==> config.mk <==
export PLATFORM = sky130hd
export DESIGN_NAME = spi_slave_regif
export DESIGN_NICKNAME = d
export VERILOG_FILES = /design/src/rtl/spi_slave_regif.sv
export SDC_FILE = /design/constraint.sdc
export NUM_CORES = 1
export LEC_CHECK = 0
export CAP_MARGIN = 20
export CORE_ASPECT_RATIO = 1.4
export CORE_MARGIN = 5
export CORE_UTILIZATION = 35
export DETAILED_ROUTE_END_ITERATION = 16
export GPL_ROUTABILITY_DRIVEN = 0
export GPL_TIMING_DRIVEN = 0
export PLACE_DENSITY = 0.67
export SYNTH_ARGS = -nofsm -noshare
export SYNTH_HDL_FRONTEND = slang
export SYNTH_SLANG_ARGS = --single-unit
==> constraint.sdc <==
create_clock -name clk_i -period 2.6 [get_ports clk_i]
set_input_delay 0.26 -clock clk_i [delete_from_list [all_inputs] [get_ports clk_i]]
set_output_delay 0.26 -clock clk_i [all_outputs]
set_load 0.005 [all_outputs]
==> src/rtl/spi_slave_regif.sv <==
// spi_slave_regif: SPI mode-0 target that decodes CMD / ADDR / DATA frames
// (MSB first) into single-cycle register read/write strobes. All SPI pins are
// oversampled on clk_i; writes auto-increment, reads prefetch the next word.
module spi_slave_regif #(
    parameter int unsigned      CMD_W  = 8,
    parameter int unsigned      ADDR_W = 8,
    parameter int unsigned      DATA_W = 16,
    parameter logic [CMD_W-1:0] WR_CMD = 8'h0A,
    parameter logic [CMD_W-1:0] RD_CMD = 8'h0B
) (
    input  logic              clk_i,
    input  logic              rst_i,
    input  logic              spi_clk_i,
    input  logic              spi_cs_n_i,
    input  logic              spi_sdi_i,
    output logic              spi_sdo_o,
    output logic              spi_sdo_oe_o,
    output logic [ADDR_W-1:0] reg_addr_o,
    output logic [DATA_W-1:0] reg_wdata_o,
    output logic              reg_we_o,
    output logic              reg_re_o,
    input  logic [DATA_W-1:0] reg_rdata_i,
    output logic              busy_o
);

    localparam int unsigned MaxAc = (CMD_W > ADDR_W) ? CMD_W : ADDR_W;
    localparam int unsigned MaxW  = (MaxAc > DATA_W) ? MaxAc : DATA_W;
    localparam int unsigned CntW  = $clog2(MaxW) + 1;

    localparam logic [2:0] StIdle  = 3'd0;
    localparam logic [2:0] StCmd   = 3'd1;
    localparam logic [2:0] StAddr  = 3'd2;
    localparam logic [2:0] StWdata = 3'd3;
    localparam logic [2:0] StRdata = 3'd4;
    localparam logic [2:0] StDrop  = 3'd5;

    // Synchroniser chains; the third stage only serves edge detection.
    logic sclk_s1_q, sclk_s2_q, sclk_s3_q;
    logic cs_s1_q, cs_s2_q, cs_s3_q;
    logic sdi_s1_q, sdi_s2_q;
    // Set once CS has been seen high after reset, so a select that is already
    // low when reset releases never opens a frame.
    logic armed_q;

    logic sclk_rise, sclk_fall, cs_rise, cs_fall;

    logic [2:0]        state_q, state_d;
    logic [CntW-1:0]   bit_cnt_q, bit_cnt_d;
    logic [MaxW-2:0]   rx_q, rx_d;
    logic [MaxW-1:0]   rx_shift;
    logic              is_rd_q, is_rd_d;
    logic [ADDR_W-1:0] addr_q, addr_d;
    logic [DATA_W-1:0] wdata_q, wdata_d;
    logic              we_q, we_d;
    logic              re_q, re_d;
    logic              ld_q, ld_d;
    logic [DATA_W-1:0] tx_q, tx_d;
    logic [DATA_W-1:0] buf_q, buf_d;
    logic              buf_vld_q, buf_vld_d;
    logic              first_q, first_d;

    // Two-flop synchronisers plus edge-detect history for SCLK and CS.
    always_ff @(posedge clk_i or posedge rst_i) begin
        if (rst_i) begin
            sclk_s1_q <= 1'b0;
            sclk_s2_q <= 1'b0;
            sclk_s3_q <= 1'b0;
            cs_s1_q   <= 1'b0;
            cs_s2_q   <= 1'b0;
            cs_s3_q   <= 1'b0;
            sdi_s1_q  <= 1'b0;
            sdi_s2_q  <= 1'b0;
            armed_q   <= 1'b0;
        end else begin
            sclk_s1_q <= spi_clk_i;
            sclk_s2_q <= sclk_s1_q;
            sclk_s3_q <= sclk_s2_q;
            cs_s1_q   <= spi_cs_n_i;
            cs_s2_q   <= cs_s1_q;
            cs_s3_q   <= cs_s2_q;
            sdi_s1_q  <= spi_sdi_i;
            sdi_s2_q  <= sdi_s1_q;
            armed_q   <= armed_q | cs_s2_q;
        end
    end

    assign sclk_rise = sclk_s2_q & ~sclk_s3_q;
    assign sclk_fall = ~sclk_s2_q & sclk_s3_q;
    assign cs_rise   = cs_s2_q & ~cs_s3_q;
    // cs_s3_q high implies armed_q already set, so no extra qualification.
    assign cs_fall   = ~cs_s2_q & cs_s3_q;

    assign rx_shift = {rx_q, sdi_s2_q};

    // Frame decode: next-state for the FSM, shifters, address and strobes.
    always_comb begin
        state_d   = state_q;
        bit_cnt_d = bit_cnt_q;
        rx_d      = rx_q;
        is_rd_d   = is_rd_q;
        addr_d    = addr_q;
        wdata_d   = wdata_q;
        we_d      = 1'b0;
        re_d      = 1'b0;
        ld_d      = re_q;
        tx_d      = tx_q;
        buf_d     = buf_q;
        buf_vld_d = buf_vld_q;
        first_d   = first_q;

        // Address advances in the cycle after the write strobe.
        if (we_q) begin
            addr_d = addr_q + ADDR_W'(1);
        end

        // Read data arrives the cycle after reg_re_o. The first word goes
        // straight to the shifter; prefetched words wait for the word-boundary fall.
        if (ld_q && state_q == StRdata) begin
            if (first_q) begin
                tx_d    = reg_rdata_i;
                first_d = 1'b0;
            end else begin
                buf_d     = reg_rdata_i;
                buf_vld_d = 1'b1;
            end
        end

        case (state_q)
            StIdle: begin
                if (cs_fall) begin
                    state_d   = StCmd;
                    bit_cnt_d = '0;
                    rx_d      = '0;
                end
            end
            StCmd: begin
                if (sclk_rise) begin
                    rx_d = rx_shift[MaxW-2:0];
                    if (bit_cnt_q == CntW'(CMD_W - 1)) begin
                        bit_cnt_d = '0;
                        if (rx_shift[CMD_W-1:0] == WR_CMD) begin
                            is_rd_d = 1'b0;
                            state_d = StAddr;
                        end else if (rx_shift[CMD_W-1:0] == RD_CMD) begin
                            is_rd_d = 1'b1;
                            state_d = StAddr;
                        end else begin
                            state_d = StDrop;
                        end
                    end else begin
                        bit_cnt_d = bit_cnt_q + CntW'(1);
                    end
                end
            end
            StAddr: begin
                if (sclk_rise) begin
                    rx_d = rx_shift[MaxW-2:0];
                    if (bit_cnt_q == CntW'(ADDR_W - 1)) begin
                        bit_cnt_d = '0;
                        addr_d    = rx_shift[ADDR_W-1:0];
                        if (is_rd_q) begin
                            state_d   = StRdata;
                            re_d      = 1'b1;
                            first_d   = 1'b1;
                            buf_vld_d = 1'b0;
                            tx_d      = '0;
                        end else begin
                            state_d = StWdata;
                        end
                    end else begin
                        bit_cnt_d = bit_cnt_q + CntW'(1);
                    end
                end
            end
            StWdata: begin
                if (sclk_rise) begin
                    rx_d = rx_shift[MaxW-2:0];
                    if (bit_cnt_q == CntW'(DATA_W - 1)) begin
                        bit_cnt_d = '0;
                        wdata_d   = rx_shift[DATA_W-1:0];
                        we_d      = 1'b1;
                    end else begin
                        bit_cnt_d = bit_cnt_q + CntW'(1);
                    end
                end
            end
            StRdata: begin
                if (sclk_rise) begin
                    if (bit_cnt_q == CntW'(DATA_W - 1)) begin
                        // Last bit of the word sampled: prefetch the next one.
                        bit_cnt_d = '0;
                        addr_d    = addr_q + ADDR_W'(1);
                        re_d      = 1'b1;
                    end else begin
                        bit_cnt_d = bit_cnt_q + CntW'(1);
                    end
                end else if (sclk_fall) begin
                    if (bit_cnt_q != '0) begin
                        tx_d = {tx_q[DATA_W-2:0], 1'b0};
                    end else if (buf_vld_q) begin
                        tx_d      = buf_q;
                        buf_vld_d = 1'b0;
                    end
                end
            end
            StDrop: begin
                state_d = StDrop;
            end
            default: begin
                state_d = StIdle;
            end
        endcase

        // CS deassertion ends the frame from any state; partial words are lost.
        if (cs_rise) begin
            state_d   = StIdle;
            bit_cnt_d = '0;
            buf_vld_d = 1'b0;
            first_d   = 1'b0;
            we_d      = 1'b0;
            re_d      = 1'b0;
        end
    end

    // Frame state registers.
    always_ff @(posedge clk_i or posedge rst_i) begin
        if (rst_i) begin
            state_q   <= StIdle;
            bit_cnt_q <= '0;
            rx_q      <= '0;
            is_rd_q   <= 1'b0;
            addr_q    <= '0;
            wdata_q   <= '0;
            we_q      <= 1'b0;
            re_q      <= 1'b0;
            ld_q      <= 1'b0;
            tx_q      <= '0;
            buf_q     <= '0;
            buf_vld_q <= 1'b0;
            first_q   <= 1'b0;
        end else begin
            state_q   <= state_d;
            bit_cnt_q <= bit_cnt_d;
            rx_q      <= rx_d;
            is_rd_q   <= is_rd_d;
            addr_q    <= addr_d;
            wdata_q   <= wdata_d;
            we_q      <= we_d;
            re_q      <= re_d;
            ld_q      <= ld_d;
            tx_q      <= tx_d;
            buf_q     <= buf_d;
            buf_vld_q <= buf_vld_d;
            first_q   <= first_d;
        end
    end

    assign spi_sdo_oe_o = (state_q == StRdata);
    assign spi_sdo_o    = spi_sdo_oe_o & tx_q[DATA_W-1];
    assign reg_addr_o   = addr_q;
    assign reg_wdata_o  = wdata_q;
    assign reg_we_o     = we_q;
    assign reg_re_o     = re_q;
    assign busy_o       = armed_q & ~cs_s2_q;

endmodule
==> impl_summary.txt, run 1 <==
----------------------------------------------------
[Status]
  Status ... finished, final reports clean

[Job]
  Number of violations of the max-capacitance limit ... 0

[Min path]
  Classification of the worst-slack hold path ... reg -> reg

[GRT]
  First-pass GRT wire length ... 19.8 mm
  Via count of the first global-routing pass ... 4057
  Combined global-route utilization of all metal layers ... 15.5%
  Antenna violations before repair ... 0
  Global route overflow ... 0
  Largest net degree at the start of global routing ... 42

[Power and ir drop]
  Switching fraction of total power ... 34.1%
  VDD IR max ... 0.408 mV
  Cell-internal power ... 0.00287 W
  Register share of total power ... 38.1%
  Total leakage power ... 2.55 nW
  Clk pwr share ... 31.1%
  Power per standard cell area ... 737 nW/um2
  Logic pwr share ... 30.8%
  Reported net switching power ... 0.00149 W

[Floorplanning]
  Die area ... 16200 um2
  Top-Level Pins ... 50
  Die outline height ... 149 um
  Horizontal die dimension ... 109 um
  Row Count ... 50
  Placeable Area ... 13500 um2
  Starting utilization of the core area ... 35.8%

[Logic synthesis]
  Post-synth EDFFs ... 0
  Fraction of the yosys area taken by sequential cells ... 48.8%
  Number of nets produced by synthesis ... 506
  Synthesized instance count ... 478
  Per-instance average area after synthesis ... 10.1 um2
  Synthesized area ... 4820 um2
  Yosys warning count ... 0
  Yosys cell types ... 64
  Async SR Flop Fraction ... 100%
  Flip-flop cell with the highest count after synthesis ... dfrtp_1
  Flip-flop and latch count after synthesis ... 94

[Drt]
  Final routed wirelength across all metal layers ... 12.0 mm
  Router iterations before antenna repair ... 4
  DR vias ... 3959
  Initial DRC count ... 285
  Routed wirelength normalized by instance count ... 16.5 um
  Detailed-route vias per instance ... 5.43
  DRC violations left ... 0
  Remaining antenna violation count ... 0

[Layout]
  Commonest non-fill, non-tap cells in the layout ... dfrtp_1 (93), nand2_1 (63), clkdlybuf4s50_1 (49)
  Fraction of layout cells with a size suffix above 1 ... 16.5%
  Count of filler cells inserted in the layout ... 1247
  Post-layout instance area ... 5920 um2
  Number of standard cells in the layout, taps in and fillers out ... 729
  Nets@finish ... 570
  Most common cell after layout, fill and taps aside ... dfrtp_1
  Diodes inserted ... 0
  Utilization after layout ... 44.0%
  P&R area growth vs syn ... 22.9%

[Critical path]
  Max Fanout on Critical Path ... 19
  Category of the worst setup path launch point ... flip-flop
  Critical Setup Path Class ... reg -> out
  Type of element capturing the critical path ... output pin
  CP required ... 2.34 ns
  Worst EP arrival ... 2.21 ns

[STA]
  Hold Violations, Final ... 0
  Max Fclk ... 406 MHz
  Worst slew slack as a fraction of its limit ... 52.2%
  Final period demand of the worst path ... 2.47 ns
  Worst hold margin ... 0.350 ns
  Final clock period utilization by the worst path ... 94.8%
  Fin Clk Skew ... 0.00888 ns
  Number of failing setup endpoints in the final timing report ... 0
  Pin slew with the least headroom to its limit ... 0.716 ns
  Setup repair after global routing missed its margin ... false
  Max-slew violation count ... 0

[Clock network]
  Hold buffers post-CTS ... 0
  Number of clock sinks seen by CTS ... 94
  Clock-pin slew on the worst setup and hold paths ... 0.06 ns
  Clock Path Buffers ... 2
  Clock tree from TritonCTS ... built
  Clock latency reported for the late side of the worst-skew pair ... 0.35 ns
  Root buffer selected by CTS ... clkbuf_16
  Number of clock buffers inserted by TritonCTS ... 9
  Maximum level of the CTS H-tree ... 3

[Place]
  Placed cell count ... 711
  Post-DP HPWL ... 8.68 mm
  Placement Cell Area ... 5580 um2
  PortBufs ... 49

----------------------------------------------------
## Yosys cell counts (3+ instances only)
cell type  count  share of area, %
a211oi_1       3              0.47
a21oi_1       23               2.4
a22o_1         3              0.55
a22oi_1        5              0.78
a311oi_1       3              0.55
a31oi_1        7              0.91
and2_1         4              0.52
and3_1         8               1.0
buf_2         11               1.1
buf_4          5              0.78
clkbuf_1      12              0.94
dfrtp_1       94                49
ha_1           7               1.8
inv_1         17               1.3
mux2_2        36               8.4
mux2i_1        5               1.0
nand2_1       63               4.9
nand2b_1       5              0.65
nand3_1       12               1.2
nand3b_1       3              0.47
nand4b_1       4              0.73
nor2_1        36               2.8
nor2b_1        5              0.65
nor3b_1        6              0.94
nor3b_2        5               1.3
o21ai_0       28               2.9
o21ai_1        6              0.62
o22ai_1        5              0.65
o311ai_0       3              0.55
o31ai_1        3              0.47
o32ai_1        6               1.1
xor2_1         3              0.55
## power by group through the flow
stage / Sequential, W / Combinational [W] / Clock (W)
3_5_place_dp: 0.00168 / 0.00129 / 0
5_1_grt: 0.00167 / 0.00148 / 0.00145
4_1_cts: 0.00166 / 0.00129 / 0.00139
2_1_floorplan: 0.00165 / 0.000927 / 0
3_3_place_gp: 0.00168 / 0.00124 / 0
6_report: 0.00166 / 0.00134 / 0.00136
## cells by family (layout without fill, tap and decap cells)
family / count (synthesis) / in the layout / share of synthesized area (%)
and+or+nand+nor: 167 / 167 / 18.4
AOI/OAI and AO/OA: 115 / 115 / 15.7
DFF: 94 / 94 / 48.8
buffers and inverters: 49 / 118 / 4.81
muxes: 41 / 41 / 9.46
adders and majority gates: 8 / 8 / 2.03
xor gates and xnor gates: 4 / 4 / 0.728
## per-stage QoR
step	power, W	worst slack [ns]	setup TNS [ns]
5_1_grt	0.00460	0.0186	0
6_report	0.00436	0.134	0
2_1_floorplan	0.00258	0.583	0
3_3_place_gp	0.00292	-0.180	-0.255
3_5_place_dp	0.00297	-0.217	-0.337
4_1_cts	0.00434	0.0171	0
## flip-flops by register name, summed over array words and instances, names as in the netlist, 3 cells and up
name	flops
reg_addr_o	8
tx_q	16
rx_q	15
reg_wdata_o	16
bit_cnt_q	5
state_q	3
buf_q	16
## path summary, 6_finish.rpt
check	start	end	slack, ns	cells past startpoint
max in group asynchronous	rst_i	buf_q[14]	1.60	3
max reg2reg	bit_cnt_q[1]	reg_wdata_o[1]	0.24	9
max	state_q[1]	spi_sdo_o	0.13	6
min	cs_s1_q	cs_s2_q	0.35	0
min in group asynchronous	rst_i	reg_wdata_o[12]	0.37	2
min reg2reg	cs_s1_q	cs_s2_q	0.35	0
## critical path, stage by stage (launching register included)
cell,delay (ns)
dfrtp_2,0.47
nor2_4,0.20
nand2_2,0.18
inv_4,0.15
buf_6,0.21
and2_1,0.14
clkdlybuf4s50_1,0.50
## final cells by class
type                    count  area, um2  area share [%]
clock inverters             2       38.8           0.655
plain buffers              30        166            2.81
multi-input cells         335       2230            37.7
repair buffers             54        553            9.34
well taps                 182        228            3.85
inverters                  18       73.8            1.25
flip-flops and latches     94       2350            39.8
clock buffers              14        274            4.63
## per-layer routing
metal | wire length (um) | track usage [%]
met1 | 5130 | 18.6
met3 | 604 | 2.94
met2 | 5890 | 25.8
met5 | 0 | 0
met4 | 408 | 8.46
## what timing repair did
item,4_1_cts,5_1_grt
resized for setup,2,2
endpoints found under the setup margin,2,1
pin swaps,1,1
setup buffers,0,3
No activity file was read; power rests on OpenSTA's default activity.
==> inputs of run 2 (changes only) <==
Settings changed: TNS_END_PERCENT set to 50.
==> results of run 2 <==
Final layout, timing and power as in run 1 (identical DEF).
==> inputs of run 3 (changes only) <==
Settings changed: CAP_MARGIN 20 to not set, CORE_UTILIZATION 35 to 51, PLACE_DENSITY 0.67 to 0.87.
==> impl_summary.txt, run 3 (synthesis gave the netlist of run 1 again) <==
----------------------------------------------------
[Layout]
  Count of filler cells inserted in the layout ... 740 (-41%)
  Number of standard cells in the layout, taps in and fillers out ... 654 (-10%)
  Post-layout instance area ... 5780 um2 (-2.3%)
  P&R area growth vs syn ... 20.1%
  Sequential cell area in the final layout ... 2350 um2 (about the same)
  Nets@finish ... 567 (-0.53%)
  Fraction of layout cells with a size suffix above 1 ... 15.8% (-0.64 points)
  Area taken by multi-input logic gates ... 2230 um2 (unchanged)
  Diodes inserted ... 0 (unchanged)
  Most common cell after layout, fill and taps aside ... dfrtp_1
  Commonest non-fill, non-tap cells in the layout ... dfrtp_1 (94), nand2_1 (63), clkdlybuf4s50_1 (49)

[Job]
  Number of violations of the max-capacitance limit ... 0 (unchanged)

[STA]
  Post-route worst setup slack ... 0.0944 ns (-0.0400 ns)
  Hold Violations, Final ... 0 (unchanged)
  Worst slew slack as a fraction of its limit ... 58.9% (+6.7 points)
  Pin slew with the least headroom to its limit ... 0.614 ns (-0.101 ns)
  Final clock period utilization by the worst path ... 96.4% (+1.5 points)
  Setup_tns ... 0 ns (unchanged)
  Setup repair after global routing missed its margin ... false
  Max Fclk ... 399 MHz (-1.6%)
  Max-slew violation count ... 0 (unchanged)
  Final period demand of the worst path ... 2.51 ns (+0.0400 ns)
  Fin Clk Skew ... 0.00765 ns (-0.00124 ns)
  Number of failing setup endpoints in the final timing report ... 0 (unchanged)
  Worst hold margin ... 0.222 ns (-0.128 ns)

[Clock network]
  Number of clock buffers inserted by TritonCTS ... 9 (unchanged)
  Root buffer selected by CTS ... clkbuf_16
  Clock Path Buffers ... 2 (unchanged)
  Clock latency reported for the late side of the worst-skew pair ... 0.34 ns (about the same)
  Maximum level of the CTS H-tree ... 3 (unchanged)
  Number of clock sinks seen by CTS ... 94 (unchanged)
  Clock tree from TritonCTS ... built
  Clock-pin slew on the worst setup and hold paths ... 0.06 ns (about the same)

[Drt]
  DRC violations left ... 0 (unchanged)
  Remaining antenna violation count ... 0 (unchanged)
  Initial DRC count ... 332 (+16%)
  Router iterations before antenna repair ... 6 (+2)
  Final routed wirelength across all metal layers ... 11.9 mm (-0.86%)
  Detailed-route vias per instance ... 6.19 (+14%)
  DR vias ... 4051 (+2.3%)
  Routed wirelength normalized by instance count ... 18.2 um (+11%)

[Critical path]
  Type of element capturing the critical path ... output pin
  CP bufs+invs ... 3 (unchanged)
  Worst path slowest cell ... clkdlybuf4s50_1
  CP required ... 2.34 ns (about the same)
  Critical Setup Path Class ... reg -> out
  Category of the worst setup path launch point ... flip-flop
  Longest individual stage delay on the worst path ... 0.49 ns (about the same)
  Worst EP arrival ... 2.25 ns (+0.04 ns)
  Largest delay contributor family on the critical path ... buffers and inverters
  Cell chain of the critical path ... nor2_4 > nand2_2 > inv_4 > buf_6 > and2_1 > clkdlybuf4s50_1
  Max Fanout on Critical Path ... 19 (unchanged)

[Status]
  Status ... finished, final reports clean

[GRT]
  Combined global-route utilization of all metal layers ... 21.5% (+6.0 points)
  Via count of the first global-routing pass ... 4266 (+5.2%)
  Global route overflow ... 0 (unchanged)
  Largest net degree at the start of global routing ... 44 (+4.8%)
  First-pass GRT wire length ... 19.9 mm (+0.52%)
  Antenna violations before repair ... 0 (unchanged)

[Place]
  Post-DP HPWL ... 8.46 mm (-2.5%)
  Placed cell count ... 639 (-10%)
  PortBufs ... 49 (unchanged)
  Placement Cell Area ... 5490 um2 (-1.6%)
  Setup slack at placement ... -0.139 ns (+0.0775 ns)

[Floorplanning]
  Starting utilization of the core area ... 51.5% (+16 points)
  Die outline height ... 125 um (-16%)
  Horizontal die dimension ... 92.1 um (-16%)
  Placeable Area ... 9350 um2 (-30%)
  Top-Level Pins ... 50 (unchanged)
  Die area ... 11500 um2 (-29%)
  Row Count ... 42 (-16%)

[Power and ir drop]
  Power per standard cell area ... 733 nW/um2 (-0.49%)
  VDD IR max ... 0.590 mV (+45%)
  Total leakage power ... 2.52 nW (-1.2%)

[Min path]
  Classification of the worst-slack hold path ... in -> async

----------------------------------------------------
==> run 3: changes by cell type in the layout (fill, tap and decap cells not counted), sizes merged <==
cell      before  now
clkinvlp       1    3
buf           23   20
clkinv         1    0
bufinv         1    0
==> run 3: repair_timing <==
item	CTS	global route
endpoints found under the setup margin	2	1
pin swaps	0	1
resized for setup	2	1
hold buffers	0	0
setup buffers	0	0
==> run 3: path summary, 6_finish.rpt <==
| kind | startpoint | to | slack (ns) | cells past startpoint |
|---|---|---|---|---|
| max | state_q[1] | spi_sdo_o | 0.09 | 6 |
| min | rst_i | cs_s1_q | 0.22 | 2 |
| max reg2reg | bit_cnt_q[1] | reg_wdata_o[0] | 0.23 | 9 |
| min reg2reg | cs_s1_q | cs_s2_q | 0.35 | 0 |
| max in group asynchronous | rst_i | buf_q[5] | 1.61 | 4 |
| min in group clk_i | cs_s1_q | cs_s2_q | 0.35 | 0 |
==> run 3: area by class of cell <==
class | count | area share, %
plain buffers | 30 | 2.88
clock buffers | 14 | 4.74
clock inverters | 2 | 0.260
inverters | 18 | 1.28
multi-input cells | 335 | 38.6
flip-flops and latches | 94 | 40.7
well taps | 110 | 2.38
repair buffers | 51 | 9.18
==> run 3: metrics by stage <==
| stage | total power (W) | utilization, % |
|---|---|---|
| final | 0.00424 | 61.8 |
| after CTS | 0.00421 | 61.8 |
| after detailed placement | 0.00295 | 58.7 |
| after global placement | 0.00289 | 58.2 |
| after global routing | 0.00446 | 61.8 |
| after floorplan | 0.00258 | - |
==> run 3: metal layers <==
layer	GRT usage (%)	wire (um)	share of wire (%)
met2	36.2	6050	51
met1	24.7	4520	38
met5	0	0	0
met4	11.8	409	3.4
met3	5.65	945	7.9
==> run 3: power by group <==
| part | internal (W) | switching [W] |
|---|---|---|
| combinational | 0.000461 | 0.000850 |
| clock | 0.000728 | 0.000537 |
| sequential | 0.00156 | 0.000100 |
| total | 0.00275 | 0.00149 |
